<file path="src/rtl/if_stage.sv">
// if_stage: instruction fetch with a stall hold buffer and a one-delay-slot branch redirect.
// Optional macro IF_ADEL_EN adds misaligned-fetch error reporting through an ERR state.
module if_stage #(
  parameter logic [31:0] RESET_PC = 32'h0000_0000
) (
  input  logic        clk,
  input  logic        rst,
  input  logic        stall,
  input  logic        branch_flag,
  input  logic [31:0] branch_target_addr,
  output logic        inst_req,
  output logic [31:0] inst_addr,
  input  logic        inst_ack,
  input  logic [31:0] inst_rdata,
  output logic [31:0] if_pc,
  output logic [31:0] if_inst,
  output logic        if_valid,
  output logic        if_adel
);

  localparam int unsigned AW = 32;

`ifdef IF_ADEL_EN
  typedef enum logic [1:0] {S_REQ = 2'd0, S_HOLD = 2'd1, S_ERR = 2'd2} state_t;
`else
  typedef enum logic [0:0] {S_REQ = 1'b0, S_HOLD = 1'b1} state_t;
`endif

  state_t          state;
  state_t          state_next;
  logic [AW-1:0]   pc;
  logic            pend_valid;
  logic [AW-1:0]   pend_target;
  logic [AW-1:0]   hold_pc;
  logic [AW-1:0]   hold_inst;
  logic            fetch_ok;
  logic            fetch_done;
  logic [AW-1:0]   next_pc_fetch;

  // Without error reporting, every address entering the PC is word-aligned.
  function automatic logic [AW-1:0] align(input logic [AW-1:0] a);
`ifdef IF_ADEL_EN
    return a;
`else
    return a & {{(AW-2){1'b1}}, 2'b00};
`endif
  endfunction

`ifdef IF_ADEL_EN
  logic misaligned;
  assign misaligned = (pc[1:0] != 2'b00);
  assign fetch_ok   = (state == S_REQ) && !misaligned;
`else
  assign fetch_ok   = (state == S_REQ);
`endif

  assign fetch_done = fetch_ok && inst_ack;

  // A same-cycle branch wins over an older pending one; the in-flight word is the delay slot.
  assign next_pc_fetch = branch_flag ? align(branch_target_addr) :
                         pend_valid  ? pend_target :
                                       pc + AW'(4);

  // State register
  always_ff @(posedge clk) begin
    if (rst) state <= S_REQ;
    else     state <= state_next;
  end

  // Next-state logic
  always_comb begin
    state_next = state;
    case (state)
      S_REQ: begin
        if (fetch_done && stall) state_next = S_HOLD;
`ifdef IF_ADEL_EN
        if (misaligned && !stall) state_next = S_ERR;
`endif
      end
      S_HOLD: if (!stall) state_next = S_REQ;
`ifdef IF_ADEL_EN
      S_ERR: if (branch_flag || pend_valid) state_next = S_REQ;
`endif
      default: state_next = S_REQ;
    endcase
  end

  // Memory-facing outputs; the request is withheld while reset is high
  always_comb begin
    inst_req  = 1'b0;
    inst_addr = pc;
    if (!rst && fetch_ok) inst_req = 1'b1;
  end

  // PC, branch bookkeeping, hold buffer and IF/ID outputs
  always_ff @(posedge clk) begin
    if (rst) begin
      pc          <= align(RESET_PC);
      pend_valid  <= 1'b0;
      pend_target <= '0;
      hold_pc     <= '0;
      hold_inst   <= '0;
      if_pc       <= '0;
      if_inst     <= '0;
      if_valid    <= 1'b0;
`ifdef IF_ADEL_EN
      if_adel     <= 1'b0;
`endif
    end else begin
      case (state)
        S_REQ: begin
          if (fetch_done) begin
            pc         <= next_pc_fetch;
            pend_valid <= 1'b0;
            if (stall) begin
              hold_pc   <= pc;
              hold_inst <= inst_rdata;
            end else begin
              if_pc    <= pc;
              if_inst  <= inst_rdata;
              if_valid <= 1'b1;
`ifdef IF_ADEL_EN
              if_adel  <= 1'b0;
`endif
            end
          end else begin
            if (branch_flag) begin
              pend_valid  <= 1'b1;
              pend_target <= align(branch_target_addr);
            end
            if (!stall) begin
`ifdef IF_ADEL_EN
              if (misaligned) begin
                if_pc    <= pc;
                if_inst  <= '0;
                if_valid <= 1'b1;
                if_adel  <= 1'b1;
              end else begin
                if_valid <= 1'b0;
                if_adel  <= 1'b0;
              end
`else
              if_valid <= 1'b0;
`endif
            end
          end
        end
        S_HOLD: begin
          // PC is idle here, so a late branch can retarget the next fetch directly
          if (branch_flag) pc <= align(branch_target_addr);
          if (!stall) begin
            if_pc    <= hold_pc;
            if_inst  <= hold_inst;
            if_valid <= 1'b1;
`ifdef IF_ADEL_EN
            if_adel  <= 1'b0;
`endif
          end
        end
`ifdef IF_ADEL_EN
        S_ERR: begin
          if (branch_flag) begin
            pc         <= branch_target_addr;
            pend_valid <= 1'b0;
          end else if (pend_valid) begin
            pc         <= pend_target;
            pend_valid <= 1'b0;
          end
          if (!stall) if_valid <= 1'b0;
        end
`endif
        default: ;
      endcase
    end
  end

`ifndef IF_ADEL_EN
  assign if_adel = 1'b0;
`endif

endmodule

</file>
<file path="config.mk">
export PLATFORM = sky130hd
export DESIGN_NAME = if_stage
export DESIGN_NICKNAME = d
export VERILOG_FILES = /design/src/rtl/if_stage.sv
export SDC_FILE = /design/constraint.sdc
export NUM_CORES = 1
export LEC_CHECK = 0
export ABC_CLOCK_PERIOD_IN_PS = 2200
export CORE_ASPECT_RATIO = 1.1
export CORE_UTILIZATION = 51
export DETAILED_ROUTE_END_ITERATION = 10
export DONT_BUFFER_PORTS = 1
export GPL_ROUTABILITY_DRIVEN = 1
export PLACE_DENSITY = 0.69
export REMOVE_ABC_BUFFERS = 1
export SLEW_MARGIN = 30
export SYNTH_ARGS = -nofsm -noshare
export SYNTH_HDL_FRONTEND = slang
export SYNTH_SLANG_ARGS = --single-unit
</file>
<file path="constraint.sdc">
create_clock -name clk -period 2.2 [get_ports clk]
set_input_delay 0.44 -clock clk [delete_from_list [all_inputs] [get_ports clk]]
set_output_delay 0.44 -clock clk [all_outputs]
set_load 0.005 [all_outputs]
</file>
==> results of run 1 <==
worst register-to-register path: stages (launching register included):
cell,delay (ns)
dfxtp_4,0.53
mux2i_2,0.60
buf_4,0.27
nor3_1,0.08
nand4_1,0.11
o21ai_0,0.09
a211oi_1,0.24
area by class of cell:
class	count	area [sq um]	share of cell area (%)
Tap cell	204	255	2.72
Clock inverter	10	150	1.60
Multi-Input combinational cell	764	4330	46.2
Clock buffer	22	495	5.29
Inverter	5	18.8	0.200
Timing Repair Buffer	43	373	3.98
Sequential cell	187	3750	40.0
registers in the layout, summed over array words and instances, names as in the netlist:
register and cells:
pend_valid 1, if_inst 32, pend_target 30, if_valid 1
state 1, inst_addr 30, hold_inst 32, hold_pc 30
if_pc 30
final timing paths:
path                                   start             to  slack (ns)  cells past startpoint
worst max register to register         state  inst_addr[12]        0.20                      6
worst min-delay path                     rst    if_inst[12]        0.08                      1
worst max-delay path                   state  inst_addr[12]        0.20                      6
worst min register to register  hold_inst[2]   hold_inst[2]        0.45                      2
metrics by stage:
step,hold WS [ns],util [%]
after floorplan,0.425,-
after global placement,0.434,53.5
after detailed placement,0.439,53.5
after CTS,0.0675,57.5
after global routing,0.0597,57.5
final,0.0797,57.5
layer usage:
metal  vias up  wire length [um]  global-route usage, %
met2       214             10100                   41.7
met1      3276              9240                   30.8
met3        21              1750                   8.05
met4         0               216                   8.09
met5         -                 0                      0
li1       3604                 -                      -
placed cells by master, fill, tap and decap left out, types with 3 or more instances in the layout:
cell type / Yosys / layout
inv_1: 5 / 5
bufinv_16: 0 / 3
a211oi_1: 76 / 76
buf_4: 5 / 39
nor2_1: 105 / 104
xnor2_1: 4 / 4
nor4_1: 3 / 3
buf_12: 0 / 4
a21o_1: 5 / 5
a311oi_1: 4 / 4
clkbuf_8: 0 / 3
a21oi_1: 117 / 117
conb_1: 1 / 5
and4_1: 3 / 3
a221oi_1: 4 / 4
mux2_2: 3 / 3
nor2b_1: 3 / 3
a311o_1: 4 / 4
and3_1: 4 / 4
o22ai_1: 3 / 3
nor3b_1: 3 / 3
clkbuf_16: 0 / 18
nand4_1: 12 / 12
nand2_1: 219 / 218
dfxtp_1: 187 / 186
o21a_1: 3 / 3
o21ai_0: 34 / 34
o211ai_1: 5 / 5
clkinvlp_4: 0 / 3
nor3_1: 13 / 12
mux2i_1: 67 / 66
a31oi_1: 5 / 5
xor2_1: 4 / 4
nand3_1: 14 / 14
nor3_2: 2 / 3
or3_1: 4 / 4
where the power goes:
group | total [mW] | internal [mW] | switching (mW) | leakage (nW)
clock network | 3.31 | 1.97 | 1.35 | 0.307
registers | 3.74 | 3.58 | 0.153 | 1.53
logic | 0.831 | 0.346 | 0.485 | 1.35
total | 7.88 | 5.90 | 1.99 | 3.19
cell families (layout without fill, tap and decap cells):
kind of cell,Yosys count,after routing,synth area share [%]
other,1,5,0.0443
adder cells (fa/ha/maj),1,1,0.148
flip-flops,187,187,44.3
AND/OR/NAND/NOR,402,402,20.7
XOR/XNOR,8,8,0.828
multiplexers,70,70,8.33
AO/OA/AOI/OAI,278,278,20.8
buffers and inverters,100,80,4.91
==> metrics, run 1 <==
endpoint kind of the worst setup timing path=register; count of state elements after synthesis=187; GRT Total Usage=25.0%; critical-path cell with the highest stage delay=mux2i_2; Root Buffer Master=clkbuf_16; fraction of post-synthesis cell area in the top cell type by area=about 44%; worst min-delay path class=in -> reg; maximum number of pins on one net before global-route repair=slightly below 200; clock slew at the register clock pins of the worst setup and hold paths=0.07 ns; number of synthesized flops with an enable pin=0; largest clock skew in the final design=roughly 0.012 ns; primary flip-flop cell chosen by synthesis mapping=dfxtp_1; proportion of layout cells with a drive suffix above 1=approximately 9.7%; post-route antenna net violation count=0; failing checks=design-rule violations; Final Net Count=between 1000 and 1500; cell-by-cell trace of the critical path=mux2i_2 -> buf_4 -> nor3_1 -> nand4_1 -> o21ai_0 -> a211oi_1; clk_lat worst skew=0.43 ns; Async SR Flop Fraction=0%; total I/O pin count=168; power density over the cells=841 nW/um^2; post-placement worst setup slack=0.252 ns; initial antenna violation count=0; count leader, synth=nand2_1; cell types with the largest area share after synthesis=dfxtp_1, nand2_1, mux2i_1; total placed cells including tap cells=1203; Arr. time, crit path=about 2.3 ns; Antenna Cells=0; largest incremental delay on the critical path=0.59 ns; starting density of the core=51.9%; final RePlAce weighted congestion=slightly above 0.8; gr ovfl total=0; data required time at the worst endpoint=2.54 ns; Max Root-Sink Buffers=2; number of cell rows=between 40 and 50; Worst Path Class, Setup=reg -> reg; TritonCTS clock tree=done; area of the mapped netlist=8460 sq um; wire length of the first global-routing pass=between 30000 and 40000 um; post-cts hold buffer count=0; Synth Area per Inst=between 8 and 9 sq um; post-layout total power=7.88 mW; Crit path buffers/inverters=1; number of distinct library cells after synthesis=~60; number of CTS-inserted buffers=17; DRC viols=33; number of I/O port buffers=0; top cell types by occurrence after synthesis=nand2_1, dfxtp_1, a21oi_1; max-cap violations=0; result of the run=finished with violations; aggregate routed wire length=21300 um; die extent in x=between 100 and 150 um; total negative setup slack=0 ns; drt first-iter violations=just under 600; sinks on the clock net=roughly 190; final worst-path cycle share=91.0%; static leakage=approximately 3.2 nW; Yosys warning count=0; RSZ-0062 raised after global routing=false; max-slew violation count=0; Resized Gates After CTS=0; maximum operating frequency=roughly 500 MHz; level count of the clock H-tree=4; part of the Yosys area used for sequential elements=between 40% and 50%; length of the first detailed-routing pass in iterations=7; total core area=around 16000 sq um; average wire per standard cell=17.3 um; measured slew at the worst slew-check pin=between 0.6 and 0.7 ns; Max-Slew Margin vs Limit=54.4%; count of endpoints failing hold in the final timing report=0; Via Count=between 7000 and 8000; post-layout instance area=between 9000 and 10000 sq um; family with the most delay on the worst path=multiplexers; Post-CTS Setup Inserts=0; y dimension of the die=~140 um; total cell area at the placement stage=slightly below 9000 sq um; DR vias/cell=~5.8; final cell count without fillers=between 1000 and 1500; final worst slack=about 0.20 ns; final-report setup violation count=0; Fill cells=roughly 1500; signed area change from the synthesized netlist to the final layout=10.8%; via count of the first global-routing pass=around 6400; Startpoint Class=register; Max FO, Critical Path=17; cell type with the highest aggregate area in the netlist=dfxtp_1; total die area=approximately 17000 sq um; post-DP HPWL=around 13000 um; gate count after technology mapping=1047; maximum ir drop on the vdd rail=0.532 mV; Min Clock Period, post-route=around 2 ns
(Power assumes the default switching activity.)
==> run 2: changes to the inputs <==
Settings changed: CORE_UTILIZATION 51 to 40, PLACE_DENSITY 0.69 to 0.57.
==> metrics, run 2 (synthesis gave the netlist of run 1 again) <==
result of the run=finished, final reports clean; post-cts hold buffer count=0; reg-to-reg critical path endpoint=inst_addr[26]; GRT Total Usage=roughly a fifth; Arr. time, crit path=2.24 ns; proportion of layout cells with a drive suffix above 1=10.5%; largest clock skew in the final design=roughly 0.0063 ns; count of endpoints failing hold in the final timing report=0; starting density of the core=about two fifths; final RePlAce weighted congestion=about 0.81; Max Root-Sink Buffers=2; top library cells by usage in the layout, fill and taps aside=nand2_1, dfxtp_1, a21oi_1; Resized Gates After CTS=0; destination of the worst hold path=if_inst[12]; Max FO, Critical Path=5; clk_lat worst skew=0.43 ns; data required time at the worst endpoint=approximately 2.5 ns; aggregate routed wire length=~23000 um; most common cell after layout, fill and taps aside=nand2_1; Reg2Reg Setup Slack=between 0.2 and 0.3 ns; RSZ-0062 raised after global routing=false; sinks on the clock net=roughly 190; maximum operating frequency=approximately 520 MHz; number of I/O port buffers=0; max-cap violations=0; Final Net Count=about 1100; Worst Path Class, Setup=reg -> reg; post-route antenna net violation count=0; post-layout instance area=approximately 9500 sq um; Top Registers=hold_inst: 32 flops, if_inst: 32 flops; final worst-path cycle share=about 87%; level count of the clock H-tree=4; via count of the first global-routing pass=about 6600; number of CTS-inserted buffers=17; number of cell rows=between 50 and 60; y dimension of the die=155 um; Root Buffer Master=clkbuf_16; max-slew violation count=0; signed area change from the synthesized netlist to the final layout=12.1%; Max-Slew Margin vs Limit=around three fifths; endpoint kind of the worst setup timing path=register; Hold WS=around 0.073 ns; total cell area at the placement stage=about 9000 sq um; Fill cells=about 2100; Hold Crit Start=rst; Antenna Cells=0; total die area=roughly 22000 sq um; Via Count=7177; measured slew at the worst slew-check pin=0.579 ns; post-layout total power=between 7 and 8 mW; final-report setup violation count=0; DR vias/cell=5.54; wire length of the first global-routing pass=about 36000 um; Min Clock Period, post-route=roughly 1.9 ns; number of cells on the worst reg-to-reg path=6; power density over the cells=between 800 and 900 nW/um^2; maximum ir drop on the vdd rail=between 0.5 and 0.6 mV; total I/O pin count=168; drt first-iter violations=421; Startpoint Class=register; static leakage=around 3.2 nW; number of cells on the worst hold path=1; post-placement worst setup slack=0.289 ns; maximum number of pins on one net before global-route repair=193; final design utilization=between 40% and 50%; average wire per standard cell=~18 um; die extent in x=around 140 um; Post-CTS Setup Inserts=0; worst min-delay path class=in -> reg; final worst slack=between 0.2 and 0.3 ns; total core area=just over 20000 sq um; length of the first detailed-routing pass in iterations=5; clock slew at the register clock pins of the worst setup and hold paths=0.07 ns; DRC viols=0; post-DP HPWL=15200 um; Reg-to-Reg Start=inst_addr[2]; gr ovfl total=0; initial antenna violation count=0; TritonCTS clock tree=done
-- run 2: changes by cell type in the layout (fill, tap and decap cells not counted) --
cell / change
buf_4: +9
clkinv_2: +2
clkinv_4: +2
clkinvlp_4: -2
clkbuf_16: -1
clkbuf_8: -1
inv_6: +1
inv_8: -1
-- run 2: cell type report --
type / count / area [sq um] / area share (%)
Timing Repair Buffer: 52 / 440 / 4.65
Sequential cell: 187 / 3750 / 39.5
Tap cell: 256 / 320 / 3.38
Clock buffer: 20 / 457 / 4.82
Multi-Input combinational cell: 764 / 4330 / 45.7
Clock inverter: 12 / 160 / 1.69
Inverter: 5 / 18.8 / 0.198
-- run 2: power by group --
group | leakage (nW) | switching (mW) | internal [mW]
logic | 1.40 | 0.484 | 0.357
registers | 1.53 | 0.165 | 3.58
clock network | 0.301 | 1.37 | 1.86
total | 3.23 | 2.02 | 5.80
-- run 2: worst max-delay path by stage --
stage          slack [ns]  cells after the start    startpoint            end
3_3_place_gp         0.31                      6  inst_addr[2]  inst_addr[26]
2_1_floorplan       -4.94                      3         state     if_inst[0]
3_5_place_dp         0.29                      6  inst_addr[2]  inst_addr[24]
5_1_grt              0.09                      6  inst_addr[2]  inst_addr[24]
6_report             0.28                      6  inst_addr[2]  inst_addr[26]
4_1_cts              0.22                      6  inst_addr[2]  inst_addr[24]
-- run 2: worst max-delay path, cell delays in order, from the launching register on --
cell and delay, ns:
dfxtp_1 0.35, ha_1 0.23, and4_1 0.30, nand3_1 0.13
nor3_2 0.31, a41oi_1 0.16, a311o_1 0.34
-- run 2: metrics by stage --
step	std cells	setup TNS, ns
floorplan	956	-546.40
global placement	1264	0
detailed placement	1264	0
CTS	1296	0
global route	1296	0
finish	1296	0
-- run 2: layer usage --
metal	share of wire, %	global-route usage (%)	up-vias	wire length [um]
met4	1.5	6.68	0	338
met5	0	0	-	0
li1	-	-	3637	-
met1	44	26.8	3335	10100
met3	7.4	6.07	22	1700
met2	47	34.6	183	10800
==> run 3: changes to the inputs <==
Settings changed: ABC_CLOCK_PERIOD_IN_PS 2200 to 2400.
Clock period 2.2 ns to 2.4 ns, I/O delays scaled along.
==> metrics, run 3 (synthesis gave the netlist of run 1 again) <==
number of cells on the worst reg-to-reg path=5; data required time at the worst endpoint=1.92 ns; number of cells on the critical path=3; wire length of the first global-routing pass=36200 um; final design utilization=a little under half; RSZ-0062 raised after global routing=false; Reg2Reg Setup Slack=0.38 ns; aggregate routed wire length=~23000 um; Reg-to-Reg Start=inst_addr[10]; Worst Path Class, Setup=reg -> out; DRC viols=0; signed area change from the synthesized netlist to the final layout=11.2%; total cell area at the placement stage=slightly below 9000 sq um; maximum number of pins on one net before global-route repair=193; Top Registers=hold_inst: 32 flops, if_inst: 32 flops; Resized Gates After CTS=0; most common cell after layout, fill and taps aside=nand2_1; total negative setup slack=0 ns; top library cells by usage in the layout, fill and taps aside=nand2_1, dfxtp_1, a21oi_1; count of endpoints failing hold in the final timing report=0; DR vias/cell=approximately 5.5; maximum ir drop on the vdd rail=roughly 0.49 mV; max-cap violations=0; GRT Total Usage=21.1%; number of CTS-inserted buffers=17; sinks on the clock net=187; Via Count=about 7000; total die area=21700 sq um; result of the run=finished, final reports clean; final RePlAce weighted congestion=between 0.7 and 0.8; post-layout total power=about 7 mW; average wire per standard cell=approximately 18 um; length of the first detailed-routing pass in iterations=5; total core area=roughly 21000 sq um; Crit path buffers/inverters=2; Arr. time, crit path=roughly 1.7 ns; clock slew at the register clock pins of the worst setup and hold paths=~0.070 ns; via count of the first global-routing pass=roughly 6700; maximum operating frequency=465 MHz; proportion of layout cells with a drive suffix above 1=9.68%; max-slew violation count=0; Root Buffer Master=clkbuf_16; final cell count without fillers=1289; static leakage=~3.2 nW; Post-CTS Setup Inserts=0; gr ovfl total=0; family with the most delay on the worst path=buffers and inverters; post-route antenna net violation count=0; power density over the cells=742 nW/um^2; start point of the critical path=state; final-report setup violation count=0; total I/O pin count=168; post-cts hold buffer count=0; TritonCTS clock tree=done; final worst-path cycle share=89.6%; starting density of the core=41.0%; number of I/O port buffers=0; reg-to-reg critical path endpoint=inst_addr[21]; critical-path cell with the highest stage delay=buf_6; largest incremental delay on the critical path=roughly 0.48 ns; cell-by-cell trace of the critical path=buf_4 -> buf_6 -> nor2_1; drt first-iter violations=about 420; last element of the critical path=inst_req; number of cell rows=55; Min Clock Period, post-route=~2.1 ns; largest clock skew in the final design=~0.009 ns; Max FO, Critical Path=between 40 and 50; total placed cells including tap cells=1259; clk_lat worst skew=between 0.4 and 0.5 ns; Startpoint Class=register; level count of the clock H-tree=4; endpoint kind of the worst setup timing path=primary output; measured slew at the worst slew-check pin=0.724 ns; Antenna Cells=0; post-layout instance area=9400 sq um; worst min-delay path class=in -> reg; Max-Slew Margin vs Limit=50.8%; die extent in x=between 100 and 150 um; Max Root-Sink Buffers=2; final worst slack=0.251 ns; post-DP HPWL=14800 um; y dimension of the die=approximately 150 um; initial antenna violation count=0; Final Net Count=~1100; Hold WS=between 0.1 and 0.15 ns; post-placement worst setup slack=between 0.4 and 0.5 ns
## run 3: cell type report
type | instances | area (sq um)
inverter | 5 | 18.8
sequential | 187 | 3750
fill | 2076 | 11200
clock inverter | 9 | 114
tap | 256 | 320
timing repair buffer | 47 | 419
clock buffer | 21 | 450
multi-input combinational | 764 | 4330
## run 3: routing by layer
metal | GRT usage, % | vias up | share of wire [%]
met4 | 5.80 | 0 | 0.62
met3 | 5.45 | 11 | 6.9
li1 | - | 3635 | -
met2 | 36.0 | 177 | 48
met5 | 0 | - | 0
met1 | 26.2 | 3266 | 44
## run 3: how the worst min path moves through the flow
stage | slack, ns | cells after the start | from | endpoint
finish | 0.12 | 1 | rst | if_inst[15]
detailed placement | 0.44 | 2 | hold_inst[12] | hold_inst[12]
global route | 0.10 | 1 | rst | if_inst[15]
floorplan | 0.43 | 2 | pend_target[27] | pend_target[27]
global placement | 0.44 | 2 | pend_target[30] | pend_target[30]
CTS | 0.11 | 1 | rst | hold_inst[15]
## run 3: where the power goes
part / switching, mW / leakage, nW / internal (mW)
Combinational: 0.441 / 1.38 / 0.323
Sequential: 0.150 / 1.53 / 3.28
Clock: 1.22 / 0.266 / 1.56
## run 3: worst register-to-register path: cells and delay by family, from the launching register on
kind	cells	cell delay (ns)
and+or+nand+nor	3	1.18
DFF	1	0.51
AOI/OAI and AO/OA	2	0.19
